[config.mk]
export PLATFORM = sky130hd
export DESIGN_NAME = pwm_output_flat
export DESIGN_NICKNAME = d
export VERILOG_FILES = /design/src/rtl/pwm_output_if.sv /design/src/rtl/pwm_output.sv /design/src/flat_wrapper.sv
export SDC_FILE = /design/constraint.sdc
export NUM_CORES = 1
export LEC_CHECK = 0
export BUFFER_PORTS_ARGS = -buffer_cell sky130_fd_sc_hd__buf_4
export CORE_ASPECT_RATIO = 2
export CORE_MARGIN = 1.5
export CORE_UTILIZATION = 45
export DETAILED_ROUTE_END_ITERATION = 10
export PLACE_DENSITY = 0.71
export SYNTH_ARGS = -nofsm -noshare
export SYNTH_HDL_FRONTEND = slang
export SYNTH_SLANG_ARGS = --single-unit
[constraint.sdc]
create_clock -name clk -period 1.6 [get_ports clk]
set_input_delay 0.16 -clock clk [delete_from_list [all_inputs] [get_ports clk]]
set_output_delay 0.16 -clock clk [all_outputs]
set_load 0.05 [all_outputs]
[src/rtl/pwm_output_if.sv]
`default_nettype none
// ============================================================================
// Interface   : pwm_output_if
// Description : Decoded DShot frame inputs and PWM/status outputs of pwm_output.
// Revision    : 1.0 - initial release
// ============================================================================
interface pwm_output_if;
    logic        frame_valid;
    logic [10:0] set_speed;
    logic [5:0]  special_command;
    logic        is_special_command;
    logic        crc_valid;
    logic        pwm_out;
    logic        armed;
    logic        failsafe;

    modport master (
        output frame_valid,
        output set_speed,
        output special_command,
        output is_special_command,
        output crc_valid,
        input  pwm_out,
        input  armed,
        input  failsafe
    );

    modport slave (
        input  frame_valid,
        input  set_speed,
        input  special_command,
        input  is_special_command,
        input  crc_valid,
        output pwm_out,
        output armed,
        output failsafe
    );
endinterface
`default_nettype wire

[src/rtl/pwm_output.sv]
`default_nettype none
// ============================================================================
// Module      : pwm_output
// Description : Servo-style PWM driver for an ESC fed by decoded DShot frames,
//               gated by a zero-throttle arming sequence. The loss-of-signal
//               timeout and FAILSAFE state exist only when the macro
//               PWM_OUTPUT_FAILSAFE_EN is defined.
// Revision    : 1.0 - initial release
// ============================================================================
module pwm_output #(
    parameter int unsigned CLK_HZ     = 16000000,
    parameter int unsigned PERIOD_US  = 2500,
    parameter int unsigned MIN_US     = 1000,
    parameter int unsigned ARM_FRAMES = 10,
    parameter int unsigned TIMEOUT_US = 50000
) (
    input  logic        clk,
    input  logic        reset_n,
    pwm_output_if.slave pwm_if
);

    localparam int unsigned c_TICKS_PER_US = CLK_HZ / 1000000;
    localparam int unsigned c_PERIOD_TICKS = PERIOD_US * c_TICKS_PER_US;
    localparam int unsigned c_MIN_TICKS    = MIN_US * c_TICKS_PER_US;

    localparam logic [15:0] c_PERIOD_LAST = 16'(c_PERIOD_TICKS - 1);
    localparam logic [15:0] c_MIN_W       = 16'(c_MIN_TICKS);
    localparam logic [7:0]  c_ARM_TARGET  = 8'(ARM_FRAMES);
    localparam logic [10:0] c_SPEED_MAX   = 11'd1999;
    localparam bit          c_FIRST_ARMS  = (ARM_FRAMES <= 1);

    localparam logic [1:0] c_ST_DISARMED = 2'd0;
    localparam logic [1:0] c_ST_ARMING   = 2'd1;
    localparam logic [1:0] c_ST_ARMED    = 2'd2;
`ifdef PWM_OUTPUT_FAILSAFE_EN
    localparam logic [1:0] c_ST_FAILSAFE = 2'd3;
`endif

    generate
        if ((CLK_HZ % 1000000) != 0 || c_TICKS_PER_US == 0) begin : g_chk_clk
            $error("pwm_output: CLK_HZ must be a nonzero multiple of 1 MHz");
        end
        if (c_PERIOD_TICKS == 0 || c_PERIOD_TICKS > 65535) begin : g_chk_period
            $error("pwm_output: PERIOD_US*TICKS_PER_US must be within 1..65535");
        end
        if (ARM_FRAMES < 1 || ARM_FRAMES > 255) begin : g_chk_arm
            $error("pwm_output: ARM_FRAMES must be within 1..255");
        end
        if (TIMEOUT_US == 0) begin : g_chk_timeout
            $error("pwm_output: TIMEOUT_US must be nonzero");
        end
    endgenerate

    logic [1:0]  state_q,   state_d;
    logic [7:0]  arm_cnt_q, arm_cnt_d;
    logic [15:0] pend_q,    pend_d;
    logic [15:0] active_q,  active_d;
    logic [15:0] cnt_q,     cnt_d;
    logic        pwm_q,     pwm_d;

    logic        w_accept;
    logic        w_zero_cmd;
    logic        w_throttle;
    logic        w_wrap;
    logic [7:0]  w_arm_inc;
    logic [10:0] w_speed_clamped;
    logic [15:0] w_width_ticks;
    logic        w_armed;
    logic        w_failsafe;
    logic        w_pwm_en;

    assign w_accept   = pwm_if.frame_valid & pwm_if.crc_valid;
    assign w_zero_cmd = w_accept & pwm_if.is_special_command
                        & (pwm_if.special_command == 6'd0);
    assign w_throttle = w_accept & ~pwm_if.is_special_command;
    assign w_arm_inc  = arm_cnt_q + 8'd1;
    assign w_wrap     = (cnt_q == c_PERIOD_LAST);

    assign w_speed_clamped = (pwm_if.set_speed > c_SPEED_MAX) ? c_SPEED_MAX : pwm_if.set_speed;
    assign w_width_ticks   = 16'((MIN_US + (32'(w_speed_clamped) >> 1)) * c_TICKS_PER_US);

`ifdef PWM_OUTPUT_FAILSAFE_EN
    localparam int unsigned c_TIMEOUT_TICKS = TIMEOUT_US * c_TICKS_PER_US;
    localparam int unsigned c_TO_W          = $clog2(c_TIMEOUT_TICKS + 1);
    localparam logic [c_TO_W-1:0] c_TO_MAX  = c_TO_W'(c_TIMEOUT_TICKS);
    localparam logic [c_TO_W-1:0] c_TO_LAST = c_TO_W'(c_TIMEOUT_TICKS - 1);

    logic [c_TO_W-1:0] timeout_q, timeout_d;
    logic              w_timeout_hit;

    // Hit means the counter reaches the limit on this edge.
    assign w_timeout_hit = (timeout_q >= c_TO_LAST);

    always_comb begin
        timeout_d = timeout_q;
        if (w_accept) begin
            timeout_d = '0;
        end else if (timeout_q != c_TO_MAX) begin
            timeout_d = timeout_q + 1'b1;
        end
    end

    always_ff @(posedge clk or negedge reset_n) begin
        if (!reset_n) begin
            timeout_q <= '0;
        end else begin
            timeout_q <= timeout_d;
        end
    end
`endif

    always_ff @(posedge clk or negedge reset_n) begin
        if (!reset_n) begin
            state_q <= c_ST_DISARMED;
        end else begin
            state_q <= state_d;
        end
    end

    always_comb begin
        state_d   = state_q;
        arm_cnt_d = arm_cnt_q;
        case (state_q)
            c_ST_DISARMED: begin
                if (w_zero_cmd) begin
                    arm_cnt_d = 8'd1;
                    state_d   = c_FIRST_ARMS ? c_ST_ARMED : c_ST_ARMING;
                end
            end
            c_ST_ARMING: begin
                // Any strobe that is not a good zero command aborts arming, CRC or not.
                if (pwm_if.frame_valid) begin
                    if (w_zero_cmd) begin
                        arm_cnt_d = w_arm_inc;
                        if (w_arm_inc >= c_ARM_TARGET) begin
                            state_d = c_ST_ARMED;
                        end
                    end else begin
                        arm_cnt_d = '0;
                        state_d   = c_ST_DISARMED;
                    end
                end
`ifdef PWM_OUTPUT_FAILSAFE_EN
                else if (w_timeout_hit) begin
                    state_d = c_ST_FAILSAFE;
                end
`endif
            end
            c_ST_ARMED: begin
`ifdef PWM_OUTPUT_FAILSAFE_EN
                if (!w_accept && w_timeout_hit) begin
                    state_d = c_ST_FAILSAFE;
                end
`endif
            end
`ifdef PWM_OUTPUT_FAILSAFE_EN
            c_ST_FAILSAFE: begin
                if (w_zero_cmd) begin
                    arm_cnt_d = 8'd1;
                    state_d   = c_FIRST_ARMS ? c_ST_ARMED : c_ST_ARMING;
                end
            end
`endif
            default: begin
                arm_cnt_d = '0;
                state_d   = c_ST_DISARMED;
            end
        endcase
    end

    always_comb begin
        w_armed    = 1'b0;
        w_failsafe = 1'b0;
        w_pwm_en   = 1'b1;
        case (state_q)
            c_ST_ARMED: begin
                w_armed = 1'b1;
            end
`ifdef PWM_OUTPUT_FAILSAFE_EN
            c_ST_FAILSAFE: begin
                w_failsafe = 1'b1;
                w_pwm_en   = 1'b0;
            end
`endif
            default: begin
            end
        endcase
    end

    always_comb begin
        pend_d = pend_q;
        if (state_d != c_ST_ARMED) begin
            pend_d = c_MIN_W;
        end else if (state_q == c_ST_ARMED && w_throttle) begin
            pend_d = w_width_ticks;
        end
    end

    // Active width samples the registered pending value, so a frame landing
    // on the wrap cycle only reaches the period after next.
    always_comb begin
        cnt_d    = w_wrap ? 16'd0 : (cnt_q + 16'd1);
        active_d = w_wrap ? pend_q : active_q;
        pwm_d    = w_pwm_en && (cnt_q < active_q);
    end

    always_ff @(posedge clk or negedge reset_n) begin
        if (!reset_n) begin
            arm_cnt_q <= '0;
            pend_q    <= c_MIN_W;
            active_q  <= c_MIN_W;
            cnt_q     <= '0;
            pwm_q     <= 1'b0;
        end else begin
            arm_cnt_q <= arm_cnt_d;
            pend_q    <= pend_d;
            active_q  <= active_d;
            cnt_q     <= cnt_d;
            pwm_q     <= pwm_d;
        end
    end

    assign pwm_if.pwm_out  = pwm_q;
    assign pwm_if.armed    = w_armed;
    assign pwm_if.failsafe = w_failsafe;

endmodule
`default_nettype wire
[src/flat_wrapper.sv]
// flat-port wrapper written by rule: the top's interface ports become plain ports
module pwm_output_flat 
#(
    parameter int unsigned CLK_HZ     = 16000000,
    parameter int unsigned PERIOD_US  = 2500,
    parameter int unsigned MIN_US     = 1000,
    parameter int unsigned ARM_FRAMES = 10,
    parameter int unsigned TIMEOUT_US = 50000
)
  (clk, reset_n, pwm_if_frame_valid, pwm_if_set_speed, pwm_if_special_command, pwm_if_is_special_command, pwm_if_crc_valid, pwm_if_pwm_out, pwm_if_armed, pwm_if_failsafe);
  pwm_output_if pwm_if_i ();
  input  logic clk;
  input  logic reset_n;
  input wire logic [$bits(pwm_if_i.frame_valid)-1:0] pwm_if_frame_valid;
  input wire logic [$bits(pwm_if_i.set_speed)-1:0] pwm_if_set_speed;
  input wire logic [$bits(pwm_if_i.special_command)-1:0] pwm_if_special_command;
  input wire logic [$bits(pwm_if_i.is_special_command)-1:0] pwm_if_is_special_command;
  input wire logic [$bits(pwm_if_i.crc_valid)-1:0] pwm_if_crc_valid;
  output wire logic [$bits(pwm_if_i.pwm_out)-1:0] pwm_if_pwm_out;
  output wire logic [$bits(pwm_if_i.armed)-1:0] pwm_if_armed;
  output wire logic [$bits(pwm_if_i.failsafe)-1:0] pwm_if_failsafe;
  assign pwm_if_i.frame_valid = pwm_if_frame_valid;
  assign pwm_if_i.set_speed = pwm_if_set_speed;
  assign pwm_if_i.special_command = pwm_if_special_command;
  assign pwm_if_i.is_special_command = pwm_if_is_special_command;
  assign pwm_if_i.crc_valid = pwm_if_crc_valid;
  assign pwm_if_pwm_out = pwm_if_i.pwm_out;
  assign pwm_if_armed = pwm_if_i.armed;
  assign pwm_if_failsafe = pwm_if_i.failsafe;
  pwm_output #(.CLK_HZ(CLK_HZ), .PERIOD_US(PERIOD_US), .MIN_US(MIN_US), .ARM_FRAMES(ARM_FRAMES), .TIMEOUT_US(TIMEOUT_US)) u_core (.clk(clk), .reset_n(reset_n), .pwm_if(pwm_if_i));
endmodule
# Word level (Yosys, flattened, before mapping)
# Index checks and enable logic that the tools add are counted.
# W data, S select, Z words.
[totals]
ff_bits = 59
inputBits = 22
output_inout_bits = 3
word_cells = 43
[op_classes]
n_addsub = 3
order_cmp = 3
n_eq_ne = 6
n_mux = 14
bitwise_logic = 6
reduce_logical = 5
[op_table]
columns = ["op", "count"]
rows = [
  ["$mux W16", 3],
  ["$mux W8", 3],
  ["$pmux W8 S3", 1],
  ["$add A16 B1 Y16 const B", 1],
  ["$eq A16 B16 Y1 const B", 1],
  ["$lt A16 B16 Y1", 1],
  ["$add A10 B10 Y11 const A", 1],
  ["$gt A11 B11 Y1 const B", 1],
  ["$mux W11", 1],
  ["$add A8 B1 Y8 const B", 1],
  ["$ge A8 B4 Y1 const B", 1],
  ["$mux W2", 4],
  ["$logic_not A6 Y1", 1],
  ["$pmux W2 S3", 1],
  ["$and A1 B1 Y1", 4],
  ["$ne A2 B2 Y1 const B", 2],
  ["$reduce_and A3 Y1", 1],
  ["$eq A2 B1 Y1 const B", 1],
  ["$eq A2 B2 Y1 const B", 1],
  ["$logic_not A2 Y1", 1],
  ["$ne A2 B1 Y1 const B", 1],
  ["$not A1 Y1", 2],
  ["$reduce_bool A2 Y1", 1],
  ["$logic_and A1 B1 Y1", 1],
  ["$mux W1", 1],
]

# Longest topological paths before layout
# Gate-level depths: netlist of the first run.
[depth]
word_depth = 8
mapped_depth = 9
depth_no_buf = 9

# Worst setup path before layout of the first run
# OpenSTA, ideal clock, no wires.
[synth_path]
kind = "reg-to-reg"
from = "reg u_core.arm_cnt_q[0]"
to = "reg u_core.pend_q[14]"
setup_ps = 87
arrival_ps = 1538
required_ps = 1513
path_slack_ps = -25
path_stages_with_launch = 7
path_buffers = 0
synth_period_minus_slack_ps = 1625
cell_sequence = "dfrtp_1 -> ha_1 -> nand3_1 -> nor3b_1 -> o22a_1 -> a31o_4 -> a211oi_2"
[synth_via]
elab_chain_cells = 8
word_cells_on_any_way = 9
cone_classes = "add/sub: 1; order compare: 1; eq/ne: 1; mux: 5; reduce/logical: 1"
[synth_rtl]
columns = ["item", "line", "rtl"]
rows = [
  ["start: declaration", "pwm_output.sv:55", "logic [7:0] arm_cnt_q, arm_cnt_d;"],
  ["start signal: assignment", "pwm_output.sv:215", "arm_cnt_q <= arm_cnt_d;"],
  ["$add A8 B1 Y8 *", "pwm_output.sv:76", "assign w_arm_inc = arm_cnt_q + 8'd1;"],
  ["$ge A8 B4 Y1 *", "pwm_output.sv:135", "if (w_arm_inc >= c_ARM_TARGET) begin"],
  ["$mux W2 *", "pwm_output.sv:135", ""],
  ["$mux W2 *", "pwm_output.sv:133", "if (w_zero_cmd) begin"],
  ["$mux W2 *", "pwm_output.sv:132", "if (pwm_if.frame_valid) begin"],
  ["$pmux W2 S3 *", "pwm_output.sv:123", "case (state_q)"],
  ["$ne A2 B2 Y1 *", "pwm_output.sv:192", "if (state_d != c_ST_ARMED) begin"],
  ["$mux W16 or $reduce_bool A2 Y1 (tied branches)", "-", ""],
  ["end signal: assignment", "pwm_output.sv:210", "pend_q <= c_MIN_W;"],
  ["end signal: assignment", "pwm_output.sv:216", "pend_q <= pend_d;"],
  ["end: declaration", "pwm_output.sv:56", "logic [15:0] pend_q, pend_d;"],
]
# Every way passes the cells marked *; elsewhere a longest branch is shown, timed or not.
# A chain may end at the register's enable or synchronous reset.

# Final worst setup path of the first run
[layout_path]
from = "reg u_core.arm_cnt_q[0]"
to = "reg u_core.pend_q[9]"
[layout_via]
elab_chain_cells = 8
word_cells_on_any_way = 9
cone_classes = "add/sub: 1; order compare: 1; eq/ne: 1; mux: 5; reduce/logical: 1"
[layout_rtl]
columns = ["item", "line", "rtl"]
rows = [
  ["$add A8 B1 Y8 *", "pwm_output.sv:76", ""],
  ["$ge A8 B4 Y1 *", "pwm_output.sv:135", ""],
  ["$mux W2 *", "pwm_output.sv:135", ""],
  ["$mux W2 *", "pwm_output.sv:133", ""],
  ["$mux W2 *", "pwm_output.sv:132", ""],
  ["$pmux W2 S3 *", "pwm_output.sv:123", ""],
  ["via u_core.state_d[1]", "pwm_output.sv:54", "logic [1:0] state_q, state_d;"],
  ["$ne A2 B2 Y1 *", "pwm_output.sv:192", ""],
  ["$mux W16 or $reduce_bool A2 Y1 (tied branches)", "-", ""],
]
# Mark *: on every way through the listed nets, which the timed path passes. The rest lies on a longest branch.

==> flow_summary_export.csv, run 1 <==
group,metric,value,unit
status,outcome,"complete, but fails checks",
status,violations,"DRC, setup timing",
routing,vias,2164,
layout,areaGrowthSynthToFinish,27.9,%
cts,htreeDepth,2,
global_route,use_met1,21.0,%
pwr,clkPwrFrac,47.7,%
layout,nNetsFinal,367,
pwr,power_leakage,1.55,nW
placed_design,gp_congestion,0.727,
floorplanning,die_h,113,µm
logic_synthesis,yosysTopAreaCellShare,34.3,%
cts,clock_sinks,49,
logic_synthesis,synth_seq_cells,49,
timing,period_needed,1.65,ns
critical_path,cp_slowest_cell,"dfrtp_2",
logic_synthesis,yosysTopAreaCell,"dfrtp_1",
global_route,grt_pass1_wl,10.0,mm
global_route,grt_busiest_layer,"met2",
logic_synthesis,ys_seq_area_share,46.0,%
cts,cts.clk_slew.worst_paths,0.07,ns
floorplanning,die_w,57.8,µm
layout,final_util,60.0,%
placed_design,place_inst,380,
timing,finalHoldViolCount,0,
pwr,switching_share,20.6,%
floorplanning,io_pins,25,
logic_synthesis,yosys_warnings,0,
flow_run,max_cap_violations,0,
logic_synthesis,synth_edf_count,0,
critical_path,path_max_fanout,7,
timing,setup_ws,-0.0549,ns
min_path,hold_class,"in -> reg",
global_route,grtUsageTotal,20.0,%
timing,relSlewSlack,59.5,%
timing,max_freq,604,MHz
pwr,pwr-share-comb,8.1,%
routing,drt_first_pass_iters,7,
critical_path,cp-start-kind,"flip-flop",
logic_synthesis,yosysMostFrequentCell,"dfrtp_1",
critical_path,worstSetupEndpointType,"flip-flop",
critical_path,critical_path_class,"reg -> reg",
cts,cts_buffers,5,
routing,first_iter_violations,85,
global_route,grt_pass1_vias,2284,
logic_synthesis,synth.cell_area,2700,µm²
timing,setup_violations,11,
timing,clock-skew-final,0.00625,ns
routing,wl,5.75,mm
critical_path,crit_family,"compound AO/OA/AOI/OAI gates",
critical_path,worstPathRequired,1.82,ns
logic_synthesis,yosysUniqueCellTypes,54,
cts,clockBufferDepth,2,
logic_synthesis,syn_area_per_cell,9.96,µm²
global_route,grt_antenna_before_repair,0,
placed_design,pre_cts_ws,-0.0392,ns
logic_synthesis,syn_nets,307,
critical_path,cpPeakStageDelay,0.47,ns
pwr,p_seq_share,44.2,%
logic_synthesis,synthArstFlopShare,100,%
floorplanning,rows,39,
layout,antenna_cells,0,
cts,worstSkewPairLatency,0.29,ns
layout,final_cells,393,
placed_design,port_buffers,22,
logic_synthesis,synth.area.top_cells,"dfrtp_1 (34%), dfstp_2 (12%), ha_1 (6.5%)",
timing,final.setup.tns,-0.338,ns
global_route,met3_usage,3.23,%
global_route,use_met2,36.1,%
layout,nFillCells,506,
pwr,power_switching,586,µW
pwr,peakVddDrop,0.565,mV
critical_path,critPathArrivalTime,1.87,ns
timing,worstMarginPinSlew,0.607,ns
layout,layout-drive-gt1-share,32.5,%
routing,drc,2,
floorplanning,die_area,6500,µm²
pwr,p_int,2.26,mW
timing,final_max_slew_viol_count,0,
critical_path,worstPathBufferInverterCount,1,
routing,wl_per_cell,14.6,µm
critical_path,crit_path_cell_trace,"ha_4 > xor2_2 > nor3b_2 > o22a_1 > a31o_4 > inv_6 > nand2_1",
floorplanning,core,5760,µm²
cts,cts_tree,"done",
placed_design,place_hpwl,4.27,mm
global_route,grt_max_degree,50,
logic_synthesis,synth_flop_cell,"dfrtp_1",
timing,finalCritPeriodShare,103,%
timing,rsz0062_at_grt,"yes",
cts,cts-root-buf,"clkbuf_16",
routing,ant_nets,0,
global_route,grt-ovfl-total,0,
pwr,p_per_area,824,nW/µm²
critical_path,r2r_setup_slack,-0.05,ns
floorplanning,initial_core_util,46.9,%
routing,avgViaCountPerCell,5.51,
logic_synthesis,synth_common_cells,"dfrtp_1 (37), nand2_1 (28), o21ai_0 (21)",
logic_synthesis,synthCells,271,
-- per-stage QoR --
step                      hold slack [ns]  power (mW)  area [µm²]
final                               0.107        2.85        3450
after global routing                0.137        2.95        3450
after CTS                          0.0993        2.87        3420
after detailed placement            0.217        1.48        3150
after global placement              0.218        1.47        3150
after floorplan                    -0.136        1.36        2700
-- final timing paths --
kind,from,end,cells after the start
max,u_core.arm_cnt_q[0],u_core.pend_q[9],7
min,pwm_if_set_speed[3],u_core.pend_q[6],3
min in group asynchronous,reset_n,u_core.cnt_q[4],2
max reg2reg,u_core.arm_cnt_q[0],u_core.pend_q[9],7
max in group asynchronous,reset_n,u_core.cnt_q[8],2
min reg2reg,u_core.pend_q[10],u_core.active_q[10],2
-- power groups by stage --
stage                     sequential [mW]  combinational, mW  clock, mW
final                                1.26              0.229       1.36
after global placement               1.28              0.193          0
after detailed placement             1.28              0.196          0
after floorplan                      1.28             0.0837          0
after CTS                            1.26              0.227       1.38
after global routing                 1.26              0.253       1.44
-- registers in the layout (all words and copies together), names as in the netlist --
register / flops
u_core.cnt_q: 16
u_core.active_q: 11
u_core.pend_q: 11
u_core.arm_cnt_q: 8
u_core.state_q: 2
u_core.pwm_if.pwm_out: 1
-- cell type report --
type | instances | area [µm²] | area share [%]
clock inverters | 3 | 65.1 | 1.88
clock buffers | 5 | 125 | 3.62
multi-input cells | 198 | 1410 | 40.8
repair buffers | 60 | 465 | 13.5
well taps | 61 | 76.3 | 2.21
inverters | 17 | 68.8 | 1.99
flip-flops and latches | 49 | 1240 | 36.0
-- repair_timing --
action	CTS	global route
setup endpoints to repair	13	26
gates resized for setup	13	6
hold buffers	1	0
buffers inserted	2	2
endpoints found under the hold margin	37	0
pin swaps	0	4
-- layer usage --
metal / wire, µm / part of all wire (%)
met2: 3280 / 57
met3: 135 / 2.3
met1: 2160 / 38
met5: 0 / 0
met4: 182 / 3.2
-- cells by family (layout without fill, tap and decap cells) --
group	Yosys count	after routing	share of synthesized area, %
DFF	49	49	46.0
xor gates and xnor gates	21	21	6.81
adders and majority gates	14	14	6.49
muxes	4	4	1.58
other	1	1	0.139
and+or+nand+nor	98	98	20.0
buffers and inverters	24	85	4.45
AOI/OAI and AO/OA	60	60	14.6
-- worst reg2reg max path: stages, from the launching register on --
cell and delay [ns]:
dfrtp_2 0.47, ha_4 0.21, xor2_2 0.18, nor3b_2 0.07, o22a_1 0.24, a31o_4 0.27, inv_6 0.10, nand2_1 0.06
-- placed cells by master, fill, tap and decap left out, drive strengths merged, types with 3 or more instances in the layout --
cell     n
buf     59
dfrtp   37
nand2   28
o21ai   21
nor2    18
inv     17
nand3   15
ha      14
xnor2   12
dfstp   12
a21oi    9
xor2     9
and3     6
o22ai    6
nor3     6
nand2b   6
clkbuf   5
nand4    4
a211oi   4
and2     3
a21o     3
a31oi    3
nor2b    3
Power figures use the tool's default switching activity.
==> run 2: changes to the inputs <==
--- a/config.mk
+++ b/config.mk
@@ -6,7 +6,7 @@
 export NUM_CORES = 1
 export LEC_CHECK = 0
 export BUFFER_PORTS_ARGS = -buffer_cell sky130_fd_sc_hd__buf_4
-export CORE_ASPECT_RATIO = 2
+export CORE_ASPECT_RATIO = 0.75
 export CORE_MARGIN = 1.5
 export CORE_UTILIZATION = 45
 export DETAILED_ROUTE_END_ITERATION = 10
==> flow_summary_export.csv, run 2 (synthesis gave the netlist of run 1 again) <==
group,metric,value,unit
status,outcome,"complete, but fails checks",
status,violations,"setup timing",
timing,setup_ws,-0.00377,ns
critical_path,worstPathBufferInverterCount,1,
layout,reg_top3,"u_core.cnt_q: 16 flops, u_core.active_q: 11 flops, u_core.pend_q: 11 flops",
placed_design,postPlaceCellArea,3140,µm²
timing,setup_violations,1,
min_path,hold_depth,3,
critical_path,critPathArrivalTime,1.82,ns
routing,vias,2105,
critical_path,r2r_setup_slack,-0.004,ns
routing,first_iter_violations,93,
floorplanning,core,5800,µm²
critical_path,crit_path_cell_trace,"inv_2 > ha_4 > nor3b_2 > o22a_1 > a31o_4 > a211oi_2",
floorplanning,die_w,92.4,µm
critical_path,path_max_fanout,6,
placed_design,pre_cts_ws,-0.0680,ns
global_route,grt_max_degree,50,
critical_path,crit_start,"u_core.arm_cnt_q[1]",
global_route,grt_pass1_vias,2071,
critical_path,critical_path_class,"reg -> reg",
routing,drt_first_pass_iters,4,
floorplanning,io_pins,25,
pwr,power_leakage,1.50,nW
timing,rsz0062_at_grt,"yes",
cts,cts-root-buf,"clkbuf_8",
layout,layout_common_cells,"buf_4 (50), dfrtp_1 (35), nand2_1 (22)",
pwr,totalPowerFinal,2.31,mW
cts,worstSkewPairLatency,0.30,ns
floorplanning,rows,24,
global_route,grt-ovfl-total,0,
critical_path,cp_slowest_cell,"dfrtp_1",
floorplanning,die_area,6480,µm²
cts,cts.clk_slew.worst_paths,0.08,ns
timing,clock-skew-final,0.00265,ns
layout,nFillCells,507,
placed_design,gp_congestion,0.874,
timing,finalCritPeriodShare,100,%
global_route,grtUsageTotal,18.2,%
timing,worstMarginPinSlew,0.605,ns
pwr,p_per_area,677,nW/µm²
min_path,hold_class,"in -> reg",
layout,antenna_cells,0,
timing,period_needed,1.60,ns
global_route,grt_pass1_wl,9.29,mm
routing,wl,5.38,mm
pwr,peakVddDrop,0.414,mV
layout,largest_reg_flops,16,
cts,cts_tree,"done",
layout,final_util,58.9,%
cts,clock_sinks,49,
critical_path,crit_family,"compound AO/OA/AOI/OAI gates",
flow_run,max_cap_violations,0,
critical_path,cpPeakStageDelay,0.44,ns
layout,final_cell_area,3410,µm²
timing,final_max_slew_viol_count,0,
critical_path,worstSetupEndpointType,"flip-flop",
routing,drc,0,
floorplanning,initial_core_util,46.6,%
layout,layout-drive-gt1-share,32.4,%
global_route,grt_antenna_before_repair,0,
timing,max_freq,624,MHz
cts,cts_buffers,5,
cts,htreeDepth,2,
critical_path,cp-start-kind,"flip-flop",
placed_design,port_buffers,22,
critical_path,crit_cells,6,
routing,wl_per_cell,13.3,µm
cts,clockBufferDepth,2,
layout,layout_commonest_cell,"buf_4",
routing,ant_nets,0,
critical_path,regToRegStartpoint,"u_core.arm_cnt_q[1]",
min_path,hp-start,"pwm_if_set_speed[1]",
layout,regMostFlops,"u_core.cnt_q",
placed_design,place_hpwl,3.92,mm
timing,relSlewSlack,59.7,%
routing,avgViaCountPerCell,5.20,
layout,areaGrowthSynthToFinish,26.4,%
floorplanning,die_h,70.1,µm
layout,nNetsFinal,362,
critical_path,worstPathRequired,1.82,ns
timing,finalHoldViolCount,0,
critical_path,r2r_cells,6,
==> run 2: cell types whose count changed in the layout (fill, tap and decap cells not counted), moves of 2 or more <==
cell / change
buf_4: -8
buf_6: +2
bufinv_16: -2
clkbuf_16: -4
clkbuf_8: +6
o21ai_0: -6
o21ai_1: +6
==> run 2: path summary, 6_finish.rpt <==
path,end
min,u_core.pend_q[4]
max in group asynchronous,u_core.arm_cnt_q[0]
max reg2reg,u_core.pend_q[14]
min in group asynchronous,u_core.cnt_q[1]
min reg2reg,u_core.active_q[7]
max,u_core.pend_q[14]
==> run 2: layout make-up <==
cell class | instances | area, µm² | area share [%]
flip-flops and latches | 49 | 1240 | 36.5
multi-input cells | 198 | 1440 | 42.3
repair buffers | 55 | 448 | 13.1
clock buffers | 8 | 111 | 3.26
well taps | 78 | 97.6 | 2.86
inverters | 17 | 68.8 | 2.02
==> run 2: per-stage QoR <==
stage                     hold WS (ns)  setup TNS (ns)  cells
after floorplan                 -0.136               0    271
after detailed placement         0.218          -0.279    393
after global placement           0.220          -0.300    393
after global routing             0.101           -1.03    405
final                            0.102        -0.00377    405
after CTS                       0.0978          -0.106    402
==> run 2: timing repair <==
| action | in CTS | in global routing |
|---|---|---|
| gates resized for setup | 6 | 30 |
| pin swaps | 1 | 5 |
| endpoints found under the hold margin | 37 | 0 |
| setup endpoints to repair | 18 | 26 |
| buffers inserted | 0 | 3 |
| hold buffers | 1 | 0 |
==> run 2: power by group <==
group / switching, mW / internal [mW] / total (mW)
Combinational: 0.106 / 0.0994 / 0.205
Sequential: 0.00994 / 1.25 / 1.26
Clock: 0.400 / 0.447 / 0.847
==> run 2: worst min-delay path, stage by stage <==
cell     delay, ns
buf_4         0.08
o22ai_1       0.05
nor2_1        0.08
==> run 2: layer usage <==
metal / global-route usage (%) / up-vias / wire length [µm]
met5: 0 / - / 0
met4: 3.76 / 0 / 29
met3: 4.79 / 4 / 205
met2: 27.2 / 44 / 2380
met1: 26.6 / 988 / 2770
li1: - / 1069 / -
